[src/rtl/fetch_pkg.sv]
// Shared types for the instruction-fetch stage: queue entry layout and FSM states.
package fetch_pkg;

  localparam int unsigned XLEN = 32;

  // Marks an entry that carries a fetch address-error instead of an instruction.
  localparam logic EXC_ADEL = 1'b1;

  typedef enum logic {
    S_IDLE = 1'b0,
    S_REQ  = 1'b1
  } fetch_state_t;

  typedef struct packed {
    logic [XLEN-1:0] pc;
    logic [XLEN-1:0] instr;
    logic            exc_adel;
  } fetch_entry_t;

endpackage

[src/rtl/fetch_fifo.sv]
// Synchronous FIFO with clear; head is presented combinationally and reads as zero when empty.
module fetch_fifo #(
  parameter type         T     = logic,
  parameter int unsigned DEPTH = 4,
  localparam int unsigned PTR_W = $clog2(DEPTH),
  localparam int unsigned CNT_W = PTR_W + 1
) (
  input  logic             clk,
  input  logic             rst,
  input  logic             push,
  input  T                 din,
  input  logic             pop,
  input  logic             clear,
  output T                 dout,
  output logic             full,
  output logic             empty,
  output logic [CNT_W-1:0] count
);

  T                 mem [DEPTH];
  logic [PTR_W-1:0] wr_ptr;
  logic [PTR_W-1:0] rd_ptr;
  logic             do_push;
  logic             do_pop;

  // A push into a full FIFO is accepted only when the head leaves in the same cycle.
  assign do_pop  = pop & ~empty;
  assign do_push = push & (~full | do_pop);

  always_ff @(posedge clk) begin
    if (!rst) begin
      wr_ptr <= '0;
      rd_ptr <= '0;
      count  <= '0;
    end else if (clear) begin
      wr_ptr <= '0;
      rd_ptr <= '0;
      count  <= '0;
    end else begin
      if (do_push) wr_ptr <= wr_ptr + PTR_W'(1);
      if (do_pop)  rd_ptr <= rd_ptr + PTR_W'(1);
      count <= count + CNT_W'(do_push) - CNT_W'(do_pop);
    end
  end

  always_ff @(posedge clk) begin
    if (do_push) mem[wr_ptr] <= din;
  end

  assign full  = (count == CNT_W'(DEPTH));
  assign empty = (count == '0);
  assign dout  = empty ? '0 : mem[rd_ptr];

endmodule

[src/rtl/if_fetch_unit.sv]
// Instruction-fetch stage: issues memory requests for IF_PC, buffers responses in order
// for decode, and drives IF_PCWr so the PC only steps on an accepted fetch or a redirect.
module if_fetch_unit
  import fetch_pkg::*;
#(
  parameter int unsigned DEPTH   = 4,
  parameter int unsigned MAX_OUT = 2,
  parameter int unsigned PC_W    = XLEN
) (
  input  logic            clk,
  input  logic            rst,
  input  logic [PC_W-1:0] IF_PC,
  output logic            IF_PCWr,
  input  logic            flush,
  output logic            inst_req,
  output logic [PC_W-1:0] inst_addr,
  input  logic            inst_addr_ok,
  input  logic            inst_data_ok,
  input  logic [PC_W-1:0] inst_rdata,
  input  logic            ID_Ready,
  output logic            ID_Valid,
  output logic [PC_W-1:0] ID_Instr,
  output logic [PC_W-1:0] ID_PC,
  output logic            ID_ExcAdEL
);

  localparam int unsigned Q_CW  = $clog2(DEPTH) + 1;
  localparam int unsigned P_CW  = $clog2(MAX_OUT) + 1;
  localparam int unsigned OUT_W = $clog2(MAX_OUT + 1);

  fetch_state_t     state_q, state_d;
  logic [PC_W-1:0]  addr_q, addr_d;
  logic             stale_q, stale_d;
  logic [OUT_W-1:0] out_q, out_d;
  logic [OUT_W-1:0] disc_q, disc_d;

  logic             q_push, q_pop, q_full, q_empty;
  logic [Q_CW-1:0]  q_count;
  fetch_entry_t     q_din, q_dout;

  logic             p_push, p_pop, p_full, p_empty;
  logic [P_CW-1:0]  p_count;
  logic [PC_W-1:0]  p_dout;

  logic             accept;
  logic             space;
  logic             pcwr_c;
  logic             unused_status;

  assign accept = (state_q == S_REQ) & inst_addr_ok;

  // Reserve a slot for every buffered, in-flight and about-to-issue fetch.
  assign space = ((32'(q_count) + 32'(out_q) + 32'(state_q == S_REQ)) < DEPTH) &&
                 (32'(out_q) < MAX_OUT);

  always_comb begin
    state_d = state_q;
    addr_d  = addr_q;
    stale_d = stale_q;
    out_d   = out_q + OUT_W'(accept) - OUT_W'(inst_data_ok);
    disc_d  = disc_q;
    pcwr_c  = 1'b0;
    q_push  = 1'b0;
    q_din   = '0;
    p_push  = 1'b0;
    p_pop   = 1'b0;

    if (flush) begin
      // Everything in flight, including a request accepted right now, becomes garbage.
      pcwr_c = 1'b1;
      disc_d = out_q - OUT_W'(inst_data_ok) + OUT_W'(accept);
      if (accept)                  state_d = S_IDLE;
      else if (state_q == S_REQ)   stale_d = 1'b1;
    end else begin
      case (state_q)
        S_IDLE: begin
          if (space) begin
            if (IF_PC[1:0] != 2'b00) begin
              // Wait for older fetches to drain so the error entry stays in program order.
              if (out_q == '0) begin
                q_push = 1'b1;
                q_din  = '{pc: IF_PC, instr: '0, exc_adel: EXC_ADEL};
                pcwr_c = 1'b1;
              end
            end else begin
              addr_d  = IF_PC;
              stale_d = 1'b0;
              state_d = S_REQ;
            end
          end
        end
        S_REQ: begin
          if (accept) begin
            state_d = S_IDLE;
            if (stale_q) begin
              disc_d = disc_q + OUT_W'(1);
            end else begin
              pcwr_c = 1'b1;
              p_push = 1'b1;
            end
          end
        end
        default: state_d = S_IDLE;
      endcase

      if (inst_data_ok) begin
        if (disc_q != '0) begin
          disc_d = disc_d - OUT_W'(1);
        end else begin
          p_pop  = 1'b1;
          q_push = 1'b1;
          q_din  = '{pc: p_dout, instr: inst_rdata, exc_adel: 1'b0};
        end
      end
    end
  end

  always_ff @(posedge clk) begin
    if (!rst) begin
      state_q <= S_IDLE;
      addr_q  <= '0;
      stale_q <= 1'b0;
      out_q   <= '0;
      disc_q  <= '0;
    end else begin
      state_q <= state_d;
      addr_q  <= addr_d;
      stale_q <= stale_d;
      out_q   <= out_d;
      disc_q  <= disc_d;
    end
  end

  fetch_fifo #(
    .T     (fetch_entry_t),
    .DEPTH (DEPTH)
  ) u_iq (
    .clk   (clk),
    .rst   (rst),
    .push  (q_push),
    .din   (q_din),
    .pop   (q_pop),
    .clear (flush),
    .dout  (q_dout),
    .full  (q_full),
    .empty (q_empty),
    .count (q_count)
  );

  fetch_fifo #(
    .T     (logic [PC_W-1:0]),
    .DEPTH (MAX_OUT)
  ) u_pend (
    .clk   (clk),
    .rst   (rst),
    .push  (p_push),
    .din   (addr_q),
    .pop   (p_pop),
    .clear (flush),
    .dout  (p_dout),
    .full  (p_full),
    .empty (p_empty),
    .count (p_count)
  );

  assign unused_status = ^{q_full, p_full, p_empty, p_count};

  assign q_pop      = ID_Valid & ID_Ready & ~flush;
  assign IF_PCWr    = rst & pcwr_c;
  assign inst_req   = (state_q == S_REQ);
  assign inst_addr  = addr_q;
  assign ID_Valid   = ~q_empty;
  assign ID_PC      = q_dout.pc;
  assign ID_Instr   = q_dout.instr;
  assign ID_ExcAdEL = q_dout.exc_adel;

endmodule
[config.mk]
export PLATFORM = sky130hd
export DESIGN_NAME = if_fetch_unit
export DESIGN_NICKNAME = d
export VERILOG_FILES = /design/src/rtl/fetch_pkg.sv /design/src/rtl/fetch_fifo.sv /design/src/rtl/if_fetch_unit.sv
export SDC_FILE = /design/constraint.sdc
export NUM_CORES = 1
export LEC_CHECK = 0
export BUFFER_PORTS_ARGS = -buffer_cell sky130_fd_sc_hd__buf_2
export CORE_MARGIN = 8
export CORE_UTILIZATION = 40
export CTS_CLUSTER_DIAMETER = 40
export DETAILED_ROUTE_END_ITERATION = 6
export PLACE_DENSITY_LB_ADDON = 0.05
export SETUP_SLACK_MARGIN = 0.15
export SLEW_MARGIN = 30
export SYNTH_ARGS = -nofsm -noshare
export SYNTH_HDL_FRONTEND = slang
export SYNTH_SLANG_ARGS = --single-unit
export TNS_END_PERCENT = 30
[constraint.sdc]
create_clock -name clk -period 7.85 [get_ports clk]
set_clock_uncertainty 0.1 [all_clocks]
set_input_delay 1.57 -clock clk [delete_from_list [all_inputs] [get_ports clk]]
set_output_delay 1.57 -clock clk [all_outputs]
set_load 0.02 [all_outputs]
-- Yosys cells after proc, flatten, opt, wreduce, memory -nomap -nowiden
Memory sizes are Yosys's and may differ from the RTL's. A register that Yosys moved wholly into a read port is not among the register bits.
Index checks and enable logic that the tools add are counted.
- RAM bits: 324
- output and inout port bits: 100
- flip-flop bits (word level): 49
- memories kept: 2
- logic and storage cells: 118
- input port bits: 70
- reductions and logical operators: 10
- add/sub/neg operators: 16
- order comparisons: 2
- equality and inequality tests: 7
- bitwise gates (word level): 18
- muxes and demuxes: 52
- memories (name ; words ; bits a word ; rd ports ; clocked after Yosys merged registers in ; wr ports ; RTL line ; text):
    u_iq.mem ; 4 ; 65 ; 1 ; 1 ; 1 ; fetch_fifo.sv:20 ; T mem [DEPTH];
    u_pend.mem ; 2 ; 32 ; 1 ; 1 ; 1 ; fetch_fifo.sv:20 ;
- operators by type and width (cell ; count):
    two-way mux 65 bit ; 8
    two-way mux 1 bit ; 32
    two-way mux 32 bit ; 1
    two-way mux 2 bit ; 9
    bitwise AND 1 bit ; 8
    NOT 1 bit ; 8
    adder 2 x 1 -> 2 bit ; 3
    adder 2 x 1 -> 2 bit (second input constant) ; 3
    inequality test 2 bit (second input constant) ; 3
    nonzero test 2 bit ; 3
    subtractor 2 x 1 -> 2 bit ; 3
    adder 4 x 1 -> 5 bit ; 1
    < comparator 5 x 3 -> 1 bit (second input constant) ; 1
    AND reduction 5 bit ; 1
    adder 3 x 2 -> 4 bit ; 1
    zero test 2 bit ; 2
    inequality test 2 x 1 -> 1 bit (second input constant) ; 2
    case mux 1 bit (2 select lines) ; 2
    AND reduction 4 bit ; 1
    adder 3 x 1 -> 3 bit ; 1
    == test 3 bit (second input constant) ; 1
    zero test 3 bit ; 1
    subtractor 3 x 1 -> 3 bit ; 1
    adder 1 bit (second input constant) ; 2
    other kinds (6) ; 7

-- Logic depth before layout (Yosys ltp)
- depth after elaboration: 12
- depth in mapped cells: 13
- depth with buffers taken out: 11

-- Hierarchy
From an unflattened synthesis, not the netlist that was laid out.
- cells, all modules: 866
- area total of the unflattened synthesis: 15164.5 um^2
- modules (own cells, without submodules) (module ; cells an instance ; sequential area each (um^2) ; instances ; area an instance (um^2)):
    fetch_fifo at u_iq ; 465 ; 7987.7 ; 1 ; 10326.2
    fetch_fifo at u_pend ; 166 ; 2021.9 ; 1 ; 2652.5
    if_fetch_unit ; 235 ; 760.7 ; 1 ; 2185.8

-- Least setup slack after synthesis
Ideal clock, no wire load.
- path kind: input to register
- start point: in inst_data_ok
- end point: mem u_iq.mem[0][0] in the netlist's numbering (enable)
- buffers on the path: 1
- slack: 3.677 ns
- data arrival time: 3.643 ns
- cell stages on the path: 4
- setup time: 0.430 ns
- cells stage by stage: and2_1 > clkbuf_1 > a31o_2 > and3_1
- cells in the longest elaborated chain, start to end: 5
- RTL lines (item ; RTL line ; text):
    from (decl) ; if_fetch_unit.sv:18 ; input logic inst_data_ok,
    two-way mux 1 bit ; if_fetch_unit.sv:106 ; if (inst_data_ok) begin
    two-way mux 1 bit ; if_fetch_unit.sv:68 ; if (flush) begin
    bitwise AND 1 bit ; fetch_fifo.sv:28 ; assign do_push = push & (~full | do_pop);
    two-way mux 1 bit ; fetch_fifo.sv:47 ; if (do_push) mem[wr_ptr] <= din;
    two-way mux 1 bit (implied by the code) ; fetch_fifo.sv:47 ;
    to (decl) ; fetch_fifo.sv:20 ;
No other way between the ends.

==> out/results.ini <==
[status]
status=finished, final reports clean

[yosys]
synth_nets=947
ys_types=40
ys_seq_area_share_pct=71.5
synth_largest_area_cell=edfxtp_1
ys.flop_type=edfxtp_1
syn_inst=863
synth_area_sq_um=15100
synth.avg_cell_area_sq_um=17.5
ys_async_sr_fraction_pct=0
synth_edf_count=324
ys_seq_elements=376
synth_area_leaders=edfxtp_1 (65%), mux4_2 (9.7%), dfxtp_1 (6.9%)
synth_top_area_share_pct=64.6
synth_most_common_cell=edfxtp_1
ys_warn_count=0
netlist_top_cells_count=edfxtp_1 (324), and2_1 (69), nand2_1 (67), mux4_2 (65), dfxtp_1 (52)

[hold_path]
min_path_type=flop to flop
hold_depth=0

[worst_setup_path]
path_class=flop to output pin
worstPathRequired_ps=6180
cp_max_fo=38
r2r_cells=12
worst_setup_path_start_kind=flop
cp_data_arrival_time_ps=3080
worstSetupEndpointType=output pin

[clock_tree]
holdBufCountCts=0
clock_sinks=376
htree_num_levels=2
cts_buffers=53
cts_root_buffer=clkbuf_16
cts_tree=built
clkLatencyLatePin_ps=570
clkTransAtPathRegs_ps=60
cts.path.max_buffers=3
cts_setup_buffers=0
ctsResizeCount=0

[pwr]
powerDensity_nw_per_um2=274
switching_share_pct=22.4
ir_drop_mv=0.192
p_int_mw=3.89
p_leak_nw=6.53
p_clk_share_pct=48.2
p_seq_share_pct=45.0
comb_power_share_pct=6.8
power_switching_mw=1.12

[floorplanning]
core_area_sq_um=37400
start_util_pct=40.3
rows=71
die_area_sq_um=44100
ios=170
dieHeight_um=210
die_x_um=210

[global_route]
grt_pass1_vias=8765
grt.total_usage_pct=16.1
grt_pass1_wl_um=54000
antenna_found_initial=1
grt_max_degree=66
grt_overflow=0

[detailed_routing]
dr.pass1.iters=5
drt-vias-per-instance=5.01
ant_nets=0
drc=0
drt-total-wl_um=34700
drt_iter0_drc=385
routedWlPerCell_um=21.6
vias=8036

[timing]
fmax_mhz=210
rsz0062_at_grt=false
slew_headroom_pct=42.7
setup_ws_ps=3100
fin_crit_sh_pct=60.5
min_period_ps=4750
setup-tns-final_ps=0
worst_pin_slew_ps=860
slew_violations=0
setup_violations=0
hold_violations=0

[finish]
nNetsFinal=1133
drive_above_1_share_pct=35.0
diodes=0
area_growth_pct=21.4
fillers=3253

[place]
dp_hpwl_um=20600
place_congestion=0.719
preCtsSetupSlack_ps=3570
port_buffers=169

[run]
cap_violations=0

## cells in the final DEF, fill, tap and decap left out, drive strengths merged, types with 31 or more instances in the layout
master	instances
buf	183
dfxtp	52
nand2	67
o2bb2ai	31
and2	70
mux4	65
and3	44
a21oi	34
clkbuf	61
edfxtp	324
mux2i	32
## kinds of logic after synthesis
logic type | share of synthesized area (%)
DFF | 71.5
and+or+nand+nor | 7.77
xor gates and xnor gates | 0.581
buffers and inverters | 2.16
adders and majority gates | 1.21
muxes | 11.8
AOI/OAI and AO/OA | 4.93
## registers in the layout, summed over array words and instances, names as in the netlist, named ones only
name	cells
disc_q	2
inst_req	1
u_pend.rd_ptr	1
u_iq.count	3
u_pend.count	2
u_iq.wr_ptr	2
u_pend.mem	64
u_iq.rd_ptr	2
stale_q	1
out_q	2
inst_addr	32
u_pend.wr_ptr	1
u_iq.mem	260
## path summary, 6_finish.rpt
| path | end | slack (ps) | start |
|---|---|---|---|
| setup / recovery | ID_PC[30] | 3100 | flop |
| hold / removal | u_pend.mem[1][15] | 370 | inst_addr[15] |
| hold reg to reg | u_pend.mem[1][15] | 370 | inst_addr[15] |
| setup reg to reg | u_iq.count[2] | 4600 | u_iq.count[2] |
## metrics by stage
| stage | power [mW] | hold WS [ps] | instances | cell area (sq um) | utilization, % |
|---|---|---|---|---|---|
| floorplan | 2.51 | 372 | 863 | 15100 | - |
| detailed placement | 2.64 | 367 | 1505 | 16400 | 43.9 |
| CTS | 5.08 | 373 | 1605 | 18300 | 48.9 |
| finish | 5.01 | 375 | 1605 | 18300 | 48.9 |
| global placement | 2.64 | 356 | 1505 | 16400 | 43.9 |
| global route | 5.20 | 391 | 1605 | 18300 | 48.9 |
## power by group through the flow
stage                     registers (mW)  logic (mW)  clock network, mW
final                               2.25       0.339               2.42
after global placement              2.30       0.347                  0
after detailed placement            2.30       0.348                  0
after floorplan                     2.29       0.219                  0
after CTS                           2.26       0.349               2.48
after global routing                2.26       0.373               2.57
## critical path: stages (launching register included)
cell     delay [ps]
dfxtp_4         920
buf_4           630
mux4_2          570
and2_1          200
buf_2           160
## metal layers
| metal | part of all wire [%] | wire (um) | vias to the layer above | global-route usage (%) |
|---|---|---|---|---|
| li1 | - | - | 3728 | - |
| met3 | 5.1 | 1760 | 44 | 3.76 |
| met5 | 0.037 | 13 | - | 0 |
| met2 | 49 | 17000 | 197 | 26.9 |
| met4 | 1.6 | 570 | 2 | 4.86 |
| met1 | 44 | 15400 | 4065 | 20.6 |
## layout make-up
| class | instances | area [sq um] | area share (%) |
|---|---|---|---|
| Clock inverter | 39 | 438 | 2.40 |
| Inverter | 14 | 52.6 | 0.287 |
| Tap cell | 511 | 639 | 3.50 |
| Clock buffer | 61 | 1410 | 7.71 |
| Multi-Input combinational cell | 421 | 4010 | 21.9 |
| Sequential cell | 376 | 10800 | 59.0 |
| Timing Repair Buffer | 183 | 955 | 5.22 |
(Power assumes the default switching activity.)
